**src/rtl/cube_sum_acc_if.sv**
```systemverilog
// Stream bundle for cube_sum_acc: cube samples in,
// saturated frame totals out, both valid/ready.
interface cube_sum_acc_if #(
  parameter int SUM_W = 8
);
  logic             in_valid;
  logic             in_ready;
  logic [4:0]       cube_in;
  logic             sum_valid;
  logic             sum_ready;
  logic [SUM_W-1:0] sum_out;
  logic             ovf;

  modport master (
    output in_valid,
    output cube_in,
    output sum_ready,
    input  in_ready,
    input  sum_valid,
    input  sum_out,
    input  ovf
  );

  modport slave (
    input  in_valid,
    input  cube_in,
    input  sum_ready,
    output in_ready,
    output sum_valid,
    output sum_out,
    output ovf
  );
endinterface

```
**src/rtl/cube_sum_acc.sv**
```systemverilog
// Frame accumulator: sums FRAME_LEN cube samples with
// saturation and presents each total until consumed.
module cube_sum_acc #(
  parameter int FRAME_LEN = 4,
  parameter int SUM_W     = 8
) (
  input  logic          clk,
  input  logic          rst_n,
  input  logic          clear,
  cube_sum_acc_if.slave bus
);

  localparam int CNT_W =
    (FRAME_LEN > 1) ? $clog2(FRAME_LEN) : 1;
  localparam logic [CNT_W-1:0] LAST =
    CNT_W'(FRAME_LEN - 1);

  typedef enum logic {
    ACCUM = 1'b0,
    HOLD  = 1'b1
  } state_t;

  state_t state_q;
  state_t state_d;

  logic [SUM_W-1:0] acc_q;
  logic [SUM_W-1:0] acc_d;
  logic             sat_q;
  logic             sat_d;
  logic [CNT_W-1:0] cnt_q;
  logic [CNT_W-1:0] cnt_d;
  logic [SUM_W-1:0] sum_q;
  logic [SUM_W-1:0] sum_d;
  logic             ovf_q;
  logic             ovf_d;

  logic             in_ready;
  logic             sum_valid;
  logic             take;
  logic             is_last;
  logic             take_last;
  logic             take_mid;
  logic [SUM_W:0]   add_full;
  logic             carry;
  logic [SUM_W-1:0] add_sat;

  assign take      = bus.in_valid & in_ready;
  assign is_last   = (cnt_q == LAST);
  assign take_last = take & is_last & ~clear;
  assign take_mid  = take & ~is_last & ~clear;

  // One extra bit catches the wrap so it can clamp.
  assign add_full = {1'b0, acc_q}
                  + {{(SUM_W-4){1'b0}}, bus.cube_in};
  assign carry    = add_full[SUM_W];
  assign add_sat  = carry ? {SUM_W{1'b1}}
                          : add_full[SUM_W-1:0];

  always_ff @(posedge clk) begin
    if (!rst_n) begin
      state_q <= ACCUM;
    end else begin
      state_q <= state_d;
    end
  end

  always_comb begin
    state_d = state_q;
    if (clear) begin
      state_d = ACCUM;
    end else begin
      case (state_q)
        ACCUM: if (take_last) state_d = HOLD;
        HOLD:  if (bus.sum_ready) state_d = ACCUM;
        default: state_d = ACCUM;
      endcase
    end
  end

  always_comb begin
    in_ready  = 1'b0;
    sum_valid = 1'b0;
    case (state_q)
      ACCUM: in_ready  = 1'b1;
      HOLD:  sum_valid = 1'b1;
      default: in_ready = 1'b1;
    endcase
  end

  always_comb begin
    acc_d = acc_q;
    sat_d = sat_q;
    cnt_d = cnt_q;
    sum_d = sum_q;
    ovf_d = ovf_q;
    unique case (1'b1)
      clear: begin
        acc_d = '0;
        sat_d = 1'b0;
        cnt_d = '0;
        sum_d = '0;
        ovf_d = 1'b0;
      end
      take_last: begin
        sum_d = add_sat;
        ovf_d = sat_q | carry;
        acc_d = '0;
        sat_d = 1'b0;
        cnt_d = '0;
      end
      take_mid: begin
        acc_d = add_sat;
        sat_d = sat_q | carry;
        cnt_d = cnt_q + CNT_W'(1);
      end
      default: begin
      end
    endcase
  end

  always_ff @(posedge clk) begin
    if (!rst_n) begin
      acc_q <= '0;
      sat_q <= 1'b0;
      cnt_q <= '0;
      sum_q <= '0;
      ovf_q <= 1'b0;
    end else begin
      acc_q <= acc_d;
      sat_q <= sat_d;
      cnt_q <= cnt_d;
      sum_q <= sum_d;
      ovf_q <= ovf_d;
    end
  end

  assign bus.in_ready  = in_ready;
  assign bus.sum_valid = sum_valid;
  assign bus.sum_out   = sum_q;
  assign bus.ovf       = ovf_q;

endmodule

```
**src/flat_wrapper.sv**
```systemverilog
// flat-port wrapper written by rule: the top's interface ports become plain ports
module cube_sum_acc_flat 
#(
  parameter int FRAME_LEN = 4,
  parameter int SUM_W     = 8
)
  (clk, rst_n, clear, bus_in_valid, bus_cube_in, bus_sum_ready, bus_in_ready, bus_sum_valid, bus_sum_out, bus_ovf);
  cube_sum_acc_if #(.SUM_W(SUM_W)) bus_i ();
  input  logic clk;
  input  logic rst_n;
  input  logic clear;
  input wire logic [$bits(bus_i.in_valid)-1:0] bus_in_valid;
  input wire logic [$bits(bus_i.cube_in)-1:0] bus_cube_in;
  input wire logic [$bits(bus_i.sum_ready)-1:0] bus_sum_ready;
  output wire logic [$bits(bus_i.in_ready)-1:0] bus_in_ready;
  output wire logic [$bits(bus_i.sum_valid)-1:0] bus_sum_valid;
  output wire logic [$bits(bus_i.sum_out)-1:0] bus_sum_out;
  output wire logic [$bits(bus_i.ovf)-1:0] bus_ovf;
  assign bus_i.in_valid = bus_in_valid;
  assign bus_i.cube_in = bus_cube_in;
  assign bus_i.sum_ready = bus_sum_ready;
  assign bus_in_ready = bus_i.in_ready;
  assign bus_sum_valid = bus_i.sum_valid;
  assign bus_sum_out = bus_i.sum_out;
  assign bus_ovf = bus_i.ovf;
  cube_sum_acc #(.FRAME_LEN(FRAME_LEN), .SUM_W(SUM_W)) u_core (.clk(clk), .rst_n(rst_n), .clear(clear), .bus(bus_i));
endmodule
```
**config.mk**
```make
export PLATFORM = sky130hd
export DESIGN_NAME = cube_sum_acc_flat
export DESIGN_NICKNAME = d
export VERILOG_FILES = /design/src/rtl/cube_sum_acc_if.sv /design/src/rtl/cube_sum_acc.sv /design/src/flat_wrapper.sv
export SDC_FILE = /design/constraint.sdc
export NUM_CORES = 1
export LEC_CHECK = 0
export BUFFER_PORTS_ARGS = -buffer_cell sky130_fd_sc_hd__buf_2
export CORE_MARGIN = 2
export CORE_UTILIZATION = 53
export CTS_CLUSTER_DIAMETER = 50
export DETAILED_ROUTE_END_ITERATION = 12
export GPL_TIMING_DRIVEN = 1
export PLACE_DENSITY_LB_ADDON = 0.12
export RECOVER_POWER = 100
export REMOVE_ABC_BUFFERS = 1
export SLEW_MARGIN = 20
export SYNTH_ARGS = -nofsm -noshare
export SYNTH_HDL_FRONTEND = slang
export SYNTH_SLANG_ARGS = --single-unit
```
**constraint.sdc**
```tcl
create_clock -name clk -period 2.29 [get_ports clk]
set_clock_uncertainty 0.15 [all_clocks]
set_input_delay 0.229 -clock clk [delete_from_list [all_inputs] [get_ports clk]]
set_output_delay 0.229 -clock clk [all_outputs]
set_load 0.02 [all_outputs]
```
# --- After elaboration in Yosys (flattened, before gate mapping) ---
# Cells that the tools add are included.
totals:
  inputBits: 10
  word_cells: 34
  ff_bits: 21
  out_inout_bits: 11
op_classes:
  bitwise: 10
  reduce_logical: 4
  muxes: 11
  add_sub_neg: 2
  n_eq_ne: 1
op_table:
  columns: ["op", "count"]
  rows:
  - ["8-bit case mux with 2 select lines", 2]
  - ["8-bit by 5-bit adder with 9-bit output", 1]
  - ["8-bit two-way mux", 1]
  - ["1-bit case mux with 2 select lines", 3]
  - ["1-bit bitwise AND", 5]
  - ["1-bit two-way mux", 4]
  - ["1-bit inverter", 4]
  - ["2-bit case mux with 2 select lines", 1]
  - ["2-bit nonzero test", 2]
  - ["2-bit OR reduction", 2]
  - ["2-bit by 1-bit adder with 2-bit output, second input constant", 1]
  - ["2-bit equality test, second input constant", 1]
  - ["1-bit OR", 1]

# --- Longest topological paths before layout ---
# Gate-level depths: netlist of the first run.
depth:
  ltp_word: 6
  mapped_depth: 7
  depth_no_buf: 6

# --- Least setup slack after synthesis of the first run ---
# No wires, ideal clock.
synth_timing:
  path_type: "reg2reg"
  from: "register u_core.acc_q[0]"
  to: "register u_core.acc_q[7]"
  slack_ns: 0.194
  stages_incl_launch_ff: 8
  required_ns: 2.018
  t_arrival_ns: 1.824
  synth_period_minus_slack_ns: 2.096
  path_cell_list: "dfxtp_1 ha_1 fa_1 a211oi_1 o21bai_1 buf_2 o31ai_1 a21oi_1"
synth_between:
  elab_chain_cells: 3
synth_rtl:
  columns: ["item", "line_no", "source"]
  rows:
  - ["from (decl)", "cube_sum_acc.sv:26", "logic [SUM_W-1:0] acc_q;"]
  - ["from (signal assigned)", "cube_sum_acc.sv:123", "acc_q <= '0;"]
  - ["from (signal assigned)", "cube_sum_acc.sv:129", "acc_q <= acc_d;"]
  - ["8-bit by 5-bit adder with 9-bit output", "cube_sum_acc.sv:54", "+ {{(SUM_W-4){1'b0}}, bus.cube_in};"]
  - ["8-bit two-way mux", "cube_sum_acc.sv:56", "assign add_sat = carry ? {SUM_W{1'b1}}"]
  - ["8-bit case mux with 2 select lines", "cube_sum_acc.sv:96", "unique case (1'b1)"]
# Every way passes these cells.
# A chain may end at the register's enable or synchronous reset.

# --- Final worst setup path of the first run ---
# Ends and elaborated chain as after synthesis.

==> results of run 1 <==
## placed cells by master, fill, tap and decap left out, types with 2 or more instances in the layout
cell and instances:
and2_1 2, inv_1 5, a21o_1 3, clkbuf_1 11, nand2b_1 2, nand3_1 5, o31ai_1 2, and3_1 3
dfxtp_1 21, nor2_1 8, a21oi_1 17, clkbuf_4 4, nand2_1 11, o21ai_0 17, nor3_1 3, buf_2 9
ha_1 6, a31oi_1 2
## report_power, final
group / leakage, uW / switching (uW) / total (uW) / internal [uW]
Combinational: 0.000314 / 49.8 / 86.8 / 36.9
Sequential: 0.000170 / 3.62 / 374 / 370
Clock: 0.0000177 / 120 / 185 / 65.4
Total: 0.000501 / 173 / 646 / 473
## cell families (layout without fill, tap and decap cells)
| group | count (synthesis) | in the layout |
|---|---|---|
| buf+inv | 11 | 31 |
| flops | 21 | 21 |
| fa+ha+maj | 7 | 7 |
| compound gates | 51 | 51 |
| xor+xnor | 2 | 2 |
| mux | 1 | 1 |
| simple gates | 39 | 39 |
## per-layer routing
layer | wire length (um) | up-vias | global-route usage
met3 | 100 | 3 | 0.0394
met4 | 28 | 0 | 0.111
met2 | 1050 | 26 | 0.316
li1 | - | 514 | -
met5 | 0 | - | 0
met1 | 1130 | 472 | 0.254
## cell type report
cell class | count | share of cell area
repair buffers | 22 | 0.0799
flip-flops and latches | 21 | 0.340
multi-input cells | 100 | 0.516
inverters | 5 | 0.0152
clock buffers | 3 | 0.0182
clock inverters | 1 | 0.00404
well taps | 27 | 0.0273
## worst register-to-register path: cells and delay by family (launching register included)
kind                     cells  cell delay [ns]
adder cells (fa/ha/maj)      2             0.63
buffers and inverters        1             0.17
flip-flops                   1             0.33
AO/OA/AOI/OAI                4             0.75
## what timing repair did
action	CTS	global route
endpoints found under the hold margin	0	0
setup endpoints to repair	1	9
pin swaps	0	1
gates resized for setup	1	1
hold buffers	0	0
## registers in the layout (all words and copies together), names as in the netlist
name                cells
u_core.cnt_q            2
u_core.sat_q            1
u_core.bus.ovf          1
u_core.acc_q            8
u_core.state_q          1
u_core.bus.sum_out      8
## metrics by stage
stage                     cells  TNS (ns)  utilization  area [um^2]
after global routing        179         0        0.631         1240
after global placement      175         0        0.621         1220
after detailed placement    175   -0.0474        0.621         1220
final                       179         0        0.631         1240
after floorplan             126         0            -         1070
after CTS                   179         0        0.636         1250
## worst paths after layout
path | end | slack [ns]
worst max-delay path | u_core.acc_q[7]$_SDFFE_PN0P_ | 0.13
worst min register to register | u_core.cnt_q[1]$_SDFFE_PN0P_ | 0.32
worst min-delay path | u_core.state_q$_SDFF_PP0_ | 0.02
worst max register to register | u_core.acc_q[7]$_SDFFE_PN0P_ | 0.13
==> key figures, run 1 <==
Layout
  • Register area: 420 um^2
  • Diode count: 0
  • Fillers: around 210
  • Area delta synth->final: 12.4%
  • Layout cells sized above 1: 0.138
  • Area occupied by multi-input gates: 638 um^2
  • Fin nets: 170

Worst setup path
  • WP data arrival: 2.21 ns
  • Crit path largest cell delay: 0.42 ns
  • CP max-delay cell: fa_1
  • WS Path Type: reg -> reg
  • Top delay family on crit path: compound AO/OA/AOI/OAI gates
  • Buf+Inv Stages, Crit Path: 1
  • FF-to-FF Start: u_core.acc_q[0]$_SDFFE_PN0P_
  • Worst Setup End Kind: flip-flop
  • Worst Path Max Fanout: 6
  • Critical Path Start: u_core.acc_q[0]$_SDFFE_PN0P_
  • Startpoint types: flip-flop
  • FF-to-FF path depth: 7
  • Critical Path RT: roughly 2.4 ns
  • Crit-path cells: ha_1 -> fa_1 -> a211oi_2 -> o21bai_2 -> clkbuf_2 -> o31ai_1 -> a21oi_1
  • Critical path depth: 7

Floorplan
  • Die height: 49.6 um
  • Die X: 49.6 um
  • Std-Cell Core Area: 1960 um^2
  • I/O pins: 21
  • Initial Utilization: 0.561
  • Row cnt: 16
  • Die ar.: 2460 um^2

STA
  • Final setup fails: 0
  • Slew Viols, Final: 0
  • Hold slack final: 0.0202 ns
  • Final Hold Viols: 0
  • Minimum clock period: 2.16 ns
  • Max_slew headroom: 0.634
  • RSZ-0062 raised after global routing: no
  • Tcrit/Tclk final: 0.941
  • Final worst setup slack: 0.135 ns
  • Slew @ Worst Pin: 0.547 ns
  • Fmax: 464 MHz

GRT
  • Largest net degree at the start of global routing: 14
  • First-pass GRT wire length: 3790 um
  • Antenna violations before repair: 0
  • Via count of the first global-routing pass: 930
  • GRT Total Usage: 0.200
  • GR Overflow Total: 0

Synth
  • Netlist cell types: 38
  • Most frequent cell after synthesis: dfxtp_1
  • Simple-gate area share of the yosys netlist: 0.180
  • Share of the synthesized area in the top cell type: 0.382
  • Synth async-reset ratio: 0
  • Compound-Gate Fraction of Synth Area: 0.281
  • Post-Syn Instances: between 100 and 150
  • Adder-cell area share of the yosys netlist: 0.0864
  • Ranking of synthesized cells by area: dfxtp_1 (38%), a21oi_1 (7.7%), o21ai_0 (7.7%)
  • Number of synthesized flops with an enable pin: 0
  • Largest family of logic cells by synthesized area: compound AO/OA/AOI/OAI gates
  • Largest area contributor in the netlist: dfxtp_1
  • Multiplexer share of the synthesized area: 0.00909
  • Most instantiated cells after synthesis: dfxtp_1 (21), a21oi_1 (17), o21ai_0 (17)
  • Ys flop type: dfxtp_1
  • Mapped cell area: 1100 um^2
  • Seq/Total Area, Yosys: 0.382
  • XOR/XNOR share of the synthesized area: 0.0159
  • Number of synthesis warnings: 0
  • Synthesized area per cell: 8.34 um^2
  • #FFs+latches synth: 21

Run
  • MaxCap Viol Count: 0

Place
  • Detail Placement HPWL: 1780 um
  • Routability Congestion: approximately 0.99
  • Port buffer count: 20
  • Placement Setup Slack: -0.0427 ns

Power and ir drop
  • Leak: 0.000501 uW
  • Cell Pwr Density: 522 nW/um^2
  • VDD IR max: 0.459 mV
  • Design Power: 646 uW

Worst hold path
  • Hold Crit Start: bus_sum_ready
  • HP Class: in -> reg
  • Hold depth: 3

Routing
  • DRC errors left: 0
  • Final ANT Viol Nets: 0
  • Vias/cell: around 5.7
  • WL final: 2310 um
  • Initial DRC Count: 12
  • Iteration count of the initial detailed-routing pass: 4
  • Routed via count: roughly 1000
  • Routed len/inst: 12.9 um

Run status
  • Outcome: finished clean

Clock network
  • Setup bufs post-CTS: 0
  • Root buffer cell: clkbuf_4
  • CTS tree: done
  • Clock latency on the worst-skew pair: 0.31 ns
  • CTS Buf Count: 3
  • H-tree depth: 1
  • Sink Count: 21
  • Worst-path clk slew: 0.13 ns
  • Worst-case clock buffer depth: 2
Power figures use the tool's default switching activity.
==> run 2: changes to the inputs <==
Settings changed: ABC_AREA from default to 1, CORE_UTILIZATION 53 to 54, RECOVER_POWER 100 to 25.
==> run 2 against run 1 <==
Against the previous run:
- register-to-register slack gained 0.21 ns
- hold slack gained 0.027 ns
- final cell count grew 13%
- utilization grew 1.9 points
- sequential power is essentially flat
- wire length shrank 0.65%
- clock power shrank 5%
- combinational power shrank 5.6%
- fmax grew 11%
- setup slack gained 0.21 ns
- critical path type unchanged
==> key figures, run 2 <==
Routing
  • Vias/cell: 5.07 (was 5.67)
  • DR top layer: met4 (unchanged)
  • Met2 wire len: 1130 um (was 1050 um)
  • Final ANT Viol Nets: 0 (unchanged)
  • Routed len/inst: 11.3 um (was 12.9 um)
  • Initial DRC Count: 28 (was 12)
  • Iteration count of the initial detailed-routing pass: 4 (unchanged)
  • Routed via count: 1030 (was 1015)
  • Routed length on met3: 126 um (was 100 um)
  • WL final: 2290 um (was 2310 um)
  • Met1 Wirelength: 1020 um (was 1130 um)
  • DRC errors left: 0 (unchanged)

STA
  • Slew @ Worst Pin: 0.495 ns (was 0.547 ns)
  • Tcrit/Tclk final: 0.848 (was 0.941)
  • Final Hold Viols: 0 (unchanged)
  • Max_slew headroom: 0.668 (was 0.634)
  • Final TNS setup: 0 ns (unchanged)
  • Final setup fails: 0 (unchanged)
  • RSZ-0062 raised after global routing: no (unchanged)
  • Fmax: 515 MHz (was 464 MHz)
  • Slew Viols, Final: 0 (unchanged)
  • Minimum clock period: 1.94 ns (was 2.16 ns)

Clock network
  • CTS Buf Count: 3 (unchanged)
  • Setup bufs post-CTS: 0 (unchanged)
  • Worst-path clk slew: 0.12 ns (was 0.13 ns)
  • Post_cts resized: 0 (was 1)
  • CTS tree: done (unchanged)
  • Sink Count: 21 (unchanged)
  • H-tree depth: 1 (unchanged)
  • Clock latency on the worst-skew pair: 0.30 ns (was 0.31 ns)
  • Worst-case clock buffer depth: 2 (unchanged)
  • Hold Buf Count CTS: 0 (unchanged)
  • Root buffer cell: clkbuf_4 (unchanged)

Floorplan
  • Die X: 50.2 um (was 49.6 um)
  • Row cnt: 16 (unchanged)
  • Std-Cell Core Area: 1980 um^2 (was 1960 um^2)
  • I/O pins: 21 (unchanged)
  • Die ar.: 2520 um^2 (was 2460 um^2)
  • Die height: 50.2 um (was 49.6 um)
  • Initial Utilization: 0.582 (was 0.561)

Synth
  • Synthesized area per cell: 7.44 um^2 (was 8.34 um^2)
  • #FFs+latches synth: 21 (unchanged)
  • Mapped cell area: 1150 um^2 (was 1100 um^2)
  • Seq/Total Area, Yosys: 0.364 (was 0.382)
  • Netlist cell types: 31 (was 38)
  • Number of synthesized flops with an enable pin: 0 (unchanged)
  • Largest area contributor in the netlist: dfxtp_1 (unchanged)
  • Most instantiated cells after synthesis: nand2_1 (47), dfxtp_1 (21), a21oi_1 (17) (was dfxtp_1 (21), a21oi_1 (17), o21ai_0 (17))
  • Most frequent cell after synthesis: nand2_1 (was dfxtp_1)
  • Ys flop type: dfxtp_1 (unchanged)
  • Ranking of synthesized cells by area: dfxtp_1 (36%), nand2_1 (15%), a21oi_1 (7.4%) (was dfxtp_1 (38%), a21oi_1 (7.7%), o21ai_0 (7.7%))
  • Number of synthesis warnings: 0 (unchanged)
  • Post-Syn Instances: 155 (was 132)
  • Synth async-reset ratio: 0 (unchanged)
  • Share of the synthesized area in the top cell type: 0.364 (was 0.382)

Power and ir drop
  • Leak: 0.000560 uW (was 0.000501 uW)
  • VDD IR max: 0.304 mV (was 0.459 mV)
  • Cell Pwr Density: 491 nW/um^2 (was 522 nW/um^2)
  • Design Power: 632 uW (was 646 uW)

Layout
  • Diode count: 0 (unchanged)
  • Area delta synth->final: 11.6% (was 12.4%)
  • Layout cells sized above 1: 0.176 (was 0.138)
  • Fin nets: 194 (was 170)
  • Most common cell after layout, fill and taps aside: nand2_1 (was dfxtp_1)
  • Most frequent cells in the layout: nand2_1 (47), dfxtp_1 (21), a21oi_1 (17) (was dfxtp_1 (21), o21ai_0 (17), a21oi_1 (17))

GRT
  • Antenna violations before repair: 0 (unchanged)
  • Largest net degree at the start of global routing: 19 (was 14)
  • GRT Total Usage: 0.206 (was 0.200)
  • First-pass GRT wire length: 3980 um (was 3790 um)
  • GR Overflow Total: 0 (unchanged)
  • Via count of the first global-routing pass: 991 (was 930)

Worst setup path
  • FF-to-FF path depth: 9 (was 7)
  • Worst Setup End Kind: flip-flop (unchanged)
  • WS Path Type: reg -> reg (unchanged)
  • Critical Path Start: u_core.acc_q[0]$_SDFFE_PN0P_ (unchanged)
  • Startpoint types: flip-flop (unchanged)
  • Worst Path Max Fanout: 7 (was 6)
  • Critical Path RT: 2.33 ns (was 2.35 ns)
  • WP data arrival: 1.98 ns (was 2.21 ns)
  • FF-to-FF Start: u_core.acc_q[0]$_SDFFE_PN0P_ (unchanged)

Run status
  • Outcome: finished clean (unchanged)

Place
  • Detail Placement HPWL: 1720 um (was 1780 um)
  • Port buffer count: 20 (unchanged)
  • Routability Congestion: 0.902 (was 0.988)

Run
  • MaxCap Viol Count: 0 (unchanged)

Worst hold path
  • HP Class: in -> reg (unchanged)
  • Hold depth: 3 (unchanged)
  • Hold Crit Start: rst_n (was bus_sum_ready)
[run 2: changes by cell type in the layout (fill, tap and decap cells not counted), sizes merged, moves of 3 or more]
cell    delta
nand3      +5
buf        +3
clkbuf     -4
nand2     +38
or2        +4
and3       -3
inv        +8
a21o       -3
nor2       +5
o21ai     -10
nand2b     -3
[run 2: critical path, cell delays in order (launching register included)]
cell	delay (ns)
dfxtp_1	0.33
ha_1	0.21
fa_1	0.39
nand2_1	0.10
nand2_1	0.11
nand3_2	0.11
nand2_4	0.08
or2_1	0.23
nand2_1	0.07
a21oi_1	0.05
[run 2: per-layer routing]
| layer | vias up | global-route usage |
|---|---|---|
| li1 | 549 | - |
| met1 | 455 | 0.249 |
| met2 | 24 | 0.357 |
| met3 | 2 | 0.0387 |
| met4 | 0 | 0.0833 |
| met5 | - | 0 |
[run 2: where the power goes]
group	internal [uW]	leakage [uW]	switching, uW
sequential	371	0.000170	4.16
clock	67.7	0.0000150	108
combinational	31.3	0.000375	50.7
total	470	0.000560	163
[run 2: layout make-up]
type | count | area (um^2)
fillers | 192 | 694
multi-input cells | 117 | 662
flip-flops and latches | 21 | 420
repair buffers | 20 | 90.1
inverters | 14 | 55.1
well taps | 27 | 33.8
clock buffers | 4 | 26.3
[run 2: final timing paths]
path,slack (ns),endpoint
min,0.05,u_core.state_q$_SDFF_PP0_
max reg2reg,0.35,u_core.bus.sum_out[1]$_SDFFE_PN0P_
min reg2reg,0.32,u_core.bus.sum_out[0]$_SDFFE_PN0P_
max,0.35,u_core.bus.sum_out[1]$_SDFFE_PN0P_
[run 2: metrics by stage]
step                cell area [um^2]  hold slack [ns]  cells  utilization  worst slack (ns)
CTS                             1300           0.0419    203        0.655             0.348
detailed placement              1270            0.304    199        0.641             0.319
finish                          1290           0.0476    203        0.650             0.348
global placement                1270            0.292    199        0.641             0.380
floorplan                       1140            0.151    152            -             0.505
global route                    1290           0.0559    203        0.650             0.223
[run 2: cell families after synthesis]
| family | after synthesis | share of synthesized area |
|---|---|---|
| buf+inv | 17 | 0.0618 |
| xor+xnor | 2 | 0.0152 |
| flops | 21 | 0.364 |
| simple gates | 80 | 0.341 |
| fa+ha+maj | 7 | 0.0824 |
| compound gates | 28 | 0.136 |
==> run 3: changes to the inputs <==
Settings changed: CORE_UTILIZATION 54 to 48.
Clock period 2.29 ns to 1.6 ns, I/O delays scaled along.
==> run 3 against run 2 <==
Against the previous run:
- the flow now finishes with violations (negative setup slack)
- sequential power rose by 43%
- sequential share of layout area fell by 3.1 points
- clock-buffer cell count did not move
- non-clock buffer count rose by 9
- global-route usage rose by 0.66 points
- critical path type unchanged
==> key figures, run 3 (synthesized netlist as in run 2, its figures left out) <==
Worst setup path
  • Worst Path Max Fanout: 7 (unchanged)
  • WP data arrival: 1.84 ns (was 1.98 ns)
  • Crit path largest cell delay: 0.35 ns (was 0.39 ns)
  • Startpoint types: flip-flop (unchanged)
  • FF-to-FF Start: u_core.acc_q[0]$_SDFFE_PN0P_ (unchanged)
  • Worst Setup End Kind: flip-flop (unchanged)
  • Crit path top cell by count: nand2_2 (was nand2_1)
  • Top delay family on crit path: simple AND/OR/NAND/NOR gates (unchanged)
  • FF-to-FF path depth: 9 (unchanged)
  • CP max-delay cell: dfxtp_2 (was fa_1)
  • Reg2reg setup slack: -0.19 ns (was 0.35 ns)
  • Buf+Inv Stages, Crit Path: 0 (unchanged)
  • Critical Path RT: 1.65 ns (was 2.33 ns)
  • Critical path depth: 9 (unchanged)
  • WS Path Type: reg -> reg (unchanged)
  • Crit-path cells: ha_4 -> fa_2 -> nand2_2 -> nand2_2 -> nand3_2 -> nand2_4 -> or2_1 -> nand2_1 -> a21oi_2 (was ha_1 -> fa_1 -> nand2_1 -> nand2_1 -> nand3_2 -> nand2_4 -> or2_1 -> nand2_1 -> a21oi_1)
  • FF-to-FF End: u_core.acc_q[0]$_SDFFE_PN0P_ (was u_core.bus.sum_out[1]$_SDFFE_PN0P_)

Floorplan
  • I/O pins: 21 (unchanged)
  • Row cnt: 17 (was 16)
  • Die ar.: 2810 um^2 (was 2520 um^2)
  • Initial Utilization: 0.517 (was 0.582)
  • Die height: 53.0 um (was 50.2 um)
  • Std-Cell Core Area: 2230 um^2 (was 1980 um^2)
  • Die X: 53.0 um (was 50.2 um)

Layout
  • Most frequent cells in the layout: nand2_1 (42), dfxtp_1 (20), buf_2 (17) (was nand2_1 (47), dfxtp_1 (21), a21oi_1 (17))
  • Layout cells sized above 1: 0.308 (was 0.176)
  • Final Core Density: 0.639 (was 0.650)
  • Area delta synth->final: 23.8% (was 11.6%)
  • Fillers: 229 (was 192)
  • Diode count: 0 (unchanged)
  • Most common cell after layout, fill and taps aside: nand2_1 (unchanged)
  • Fin nets: 203 (was 194)

Power and ir drop
  • Leak: 0.000634 uW (was 0.000560 uW)
  • VDD IR max: 0.569 mV (was 0.304 mV)
  • Cell Pwr Density: 661 nW/um^2 (was 491 nW/um^2)
  • Design Power: 943 uW (was 632 uW)

Worst hold path
  • HP Class: in -> reg (unchanged)
  • Worst Hold Endpoint: u_core.state_q$_SDFF_PP0_ (unchanged)
  • Hold Crit Start: clear (was rst_n)
  • Hold depth: 2 (was 3)

Clock network
  • CTS Buf Count: 3 (unchanged)
  • H-tree depth: 1 (unchanged)
  • Worst-path clk slew: 0.12 ns (about the same)
  • Root buffer cell: clkbuf_4 (unchanged)
  • CTS tree: done (unchanged)
  • Worst-case clock buffer depth: 2 (unchanged)
  • Sink Count: 21 (unchanged)
  • Clock latency on the worst-skew pair: 0.30 ns (about the same)

Routing
  • Vias/cell: 5.20 (was 5.07)
  • Initial DRC Count: 19 (was 28)
  • Routed len/inst: 12.0 um (was 11.3 um)
  • Routed via count: 1107 (was 1030)
  • WL final: 2570 um (was 2290 um)
  • Final ANT Viol Nets: 0 (unchanged)
  • Iteration count of the initial detailed-routing pass: 4 (unchanged)
  • DRC errors left: 0 (unchanged)

STA
  • Max_slew headroom: 0.712 (was 0.668)
  • Final Hold Viols: 0 (unchanged)
  • Final TNS setup: -2.08 ns (was 0 ns)
  • Final setup fails: 18 (was 0)
  • Final worst setup slack: -0.185 ns (was 0.348 ns)
  • RSZ-0062 raised after global routing: yes (was no)
  • Slew @ Worst Pin: 0.431 ns (was 0.495 ns)
  • Slew Viols, Final: 0 (unchanged)
  • Tcrit/Tclk final: 1.12 (was 0.848)
  • Fmax: 560 MHz (was 515 MHz)
  • Minimum clock period: 1.79 ns (was 1.94 ns)

GRT
  • Antenna violations before repair: 0 (unchanged)
  • First-pass GRT wire length: 4380 um (was 3980 um)
  • GR Overflow Total: 0 (unchanged)
  • Largest net degree at the start of global routing: 12 (was 19)
  • Via count of the first global-routing pass: 974 (was 991)
  • GRT Total Usage: 0.213 (was 0.206)

Place
  • Detail Placement HPWL: 1940 um (was 1720 um)
  • Port buffer count: 20 (unchanged)
  • Routability Congestion: 0.842 (was 0.902)
  • Placement Setup Slack: -0.279 ns (was 0.319 ns)

Run
  • MaxCap Viol Count: 0 (unchanged)

Run status
  • Outcome: finished, violations left (was finished clean)
  • Failing checks: negative setup slack
## run 3: cell types whose count changed in the layout (fill, tap and decap cells not counted), moves of 5 or more
cell	before	now
buf_4	0	8
buf_2	12	17
clkbuf_1	9	4
nand2_1	47	42
nand2_2	1	6
## run 3: what timing repair did
item / 4_1_cts / 5_1_grt
setup buffers: 0 / 0
resized for setup: 11 / 5
endpoints found under the hold margin: 3 / 0
pin swaps: 4 / 2
endpoints found under the setup margin: 18 / 21
hold buffers: 1 / 0
## run 3: worst max-delay path by stage
stage	startpoint	to	slack, ns
after floorplan	u_core.acc_q[0]$_SDFFE_PN0P_	u_core.acc_q[1]$_SDFFE_PN0P_	-0.18
after global routing	u_core.acc_q[0]$_SDFFE_PN0P_	u_core.acc_q[4]$_SDFFE_PN0P_	-0.27
after CTS	u_core.acc_q[0]$_SDFFE_PN0P_	u_core.bus.sum_out[1]$_SDFFE_PN0P_	-0.19
after detailed placement	u_core.acc_q[0]$_SDFFE_PN0P_	u_core.bus.sum_out[1]$_SDFFE_PN0P_	-0.28
final	u_core.acc_q[0]$_SDFFE_PN0P_	u_core.acc_q[0]$_SDFFE_PN0P_	-0.19
after global placement	u_core.acc_q[0]$_SDFFE_PN0P_	u_core.bus.sum_out[0]$_SDFFE_PN0P_	-0.24
## run 3: power by group
group / switching, uW / internal [uW] / total (uW)
logic: 85.4 / 63.3 / 149
clock network: 160 / 97.0 / 257
registers: 6.24 / 531 / 537
## run 3: cell type report
type / instances / area, um^2 / share of cell area
multi-input combinational: 117 / 723 / 0.507
sequential: 21 / 422 / 0.295
timing repair buffer: 29 / 166 / 0.117
inverter: 14 / 55.1 / 0.0386
tap: 28 / 35.0 / 0.0245
clock buffer: 4 / 26.3 / 0.0184
## run 3: worst reg2reg max path: stages (launching register included)
cell and delay [ns]:
dfxtp_2 0.35, ha_4 0.16, fa_2 0.34, nand2_2 0.08, nand2_2 0.07, nand3_2 0.10
nand2_4 0.08, or2_1 0.24, nand2_1 0.08, a21oi_2 0.05
## run 3: routing by layer
metal / routed length [um] / track usage
met3: 93 / 0.0339
met1: 1250 / 0.293
met4: 17 / 0.0641
met5: 0 / 0
met2: 1200 / 0.340
## run 3: per-stage QoR
stage	area [um^2]	instances	hold slack (ns)
detailed placement	1330	208	0.301
floorplan	1140	152	0.0824
finish	1430	213	0.00914
global route	1430	213	0.0164
global placement	1330	208	0.289
CTS	1410	213	0.00560
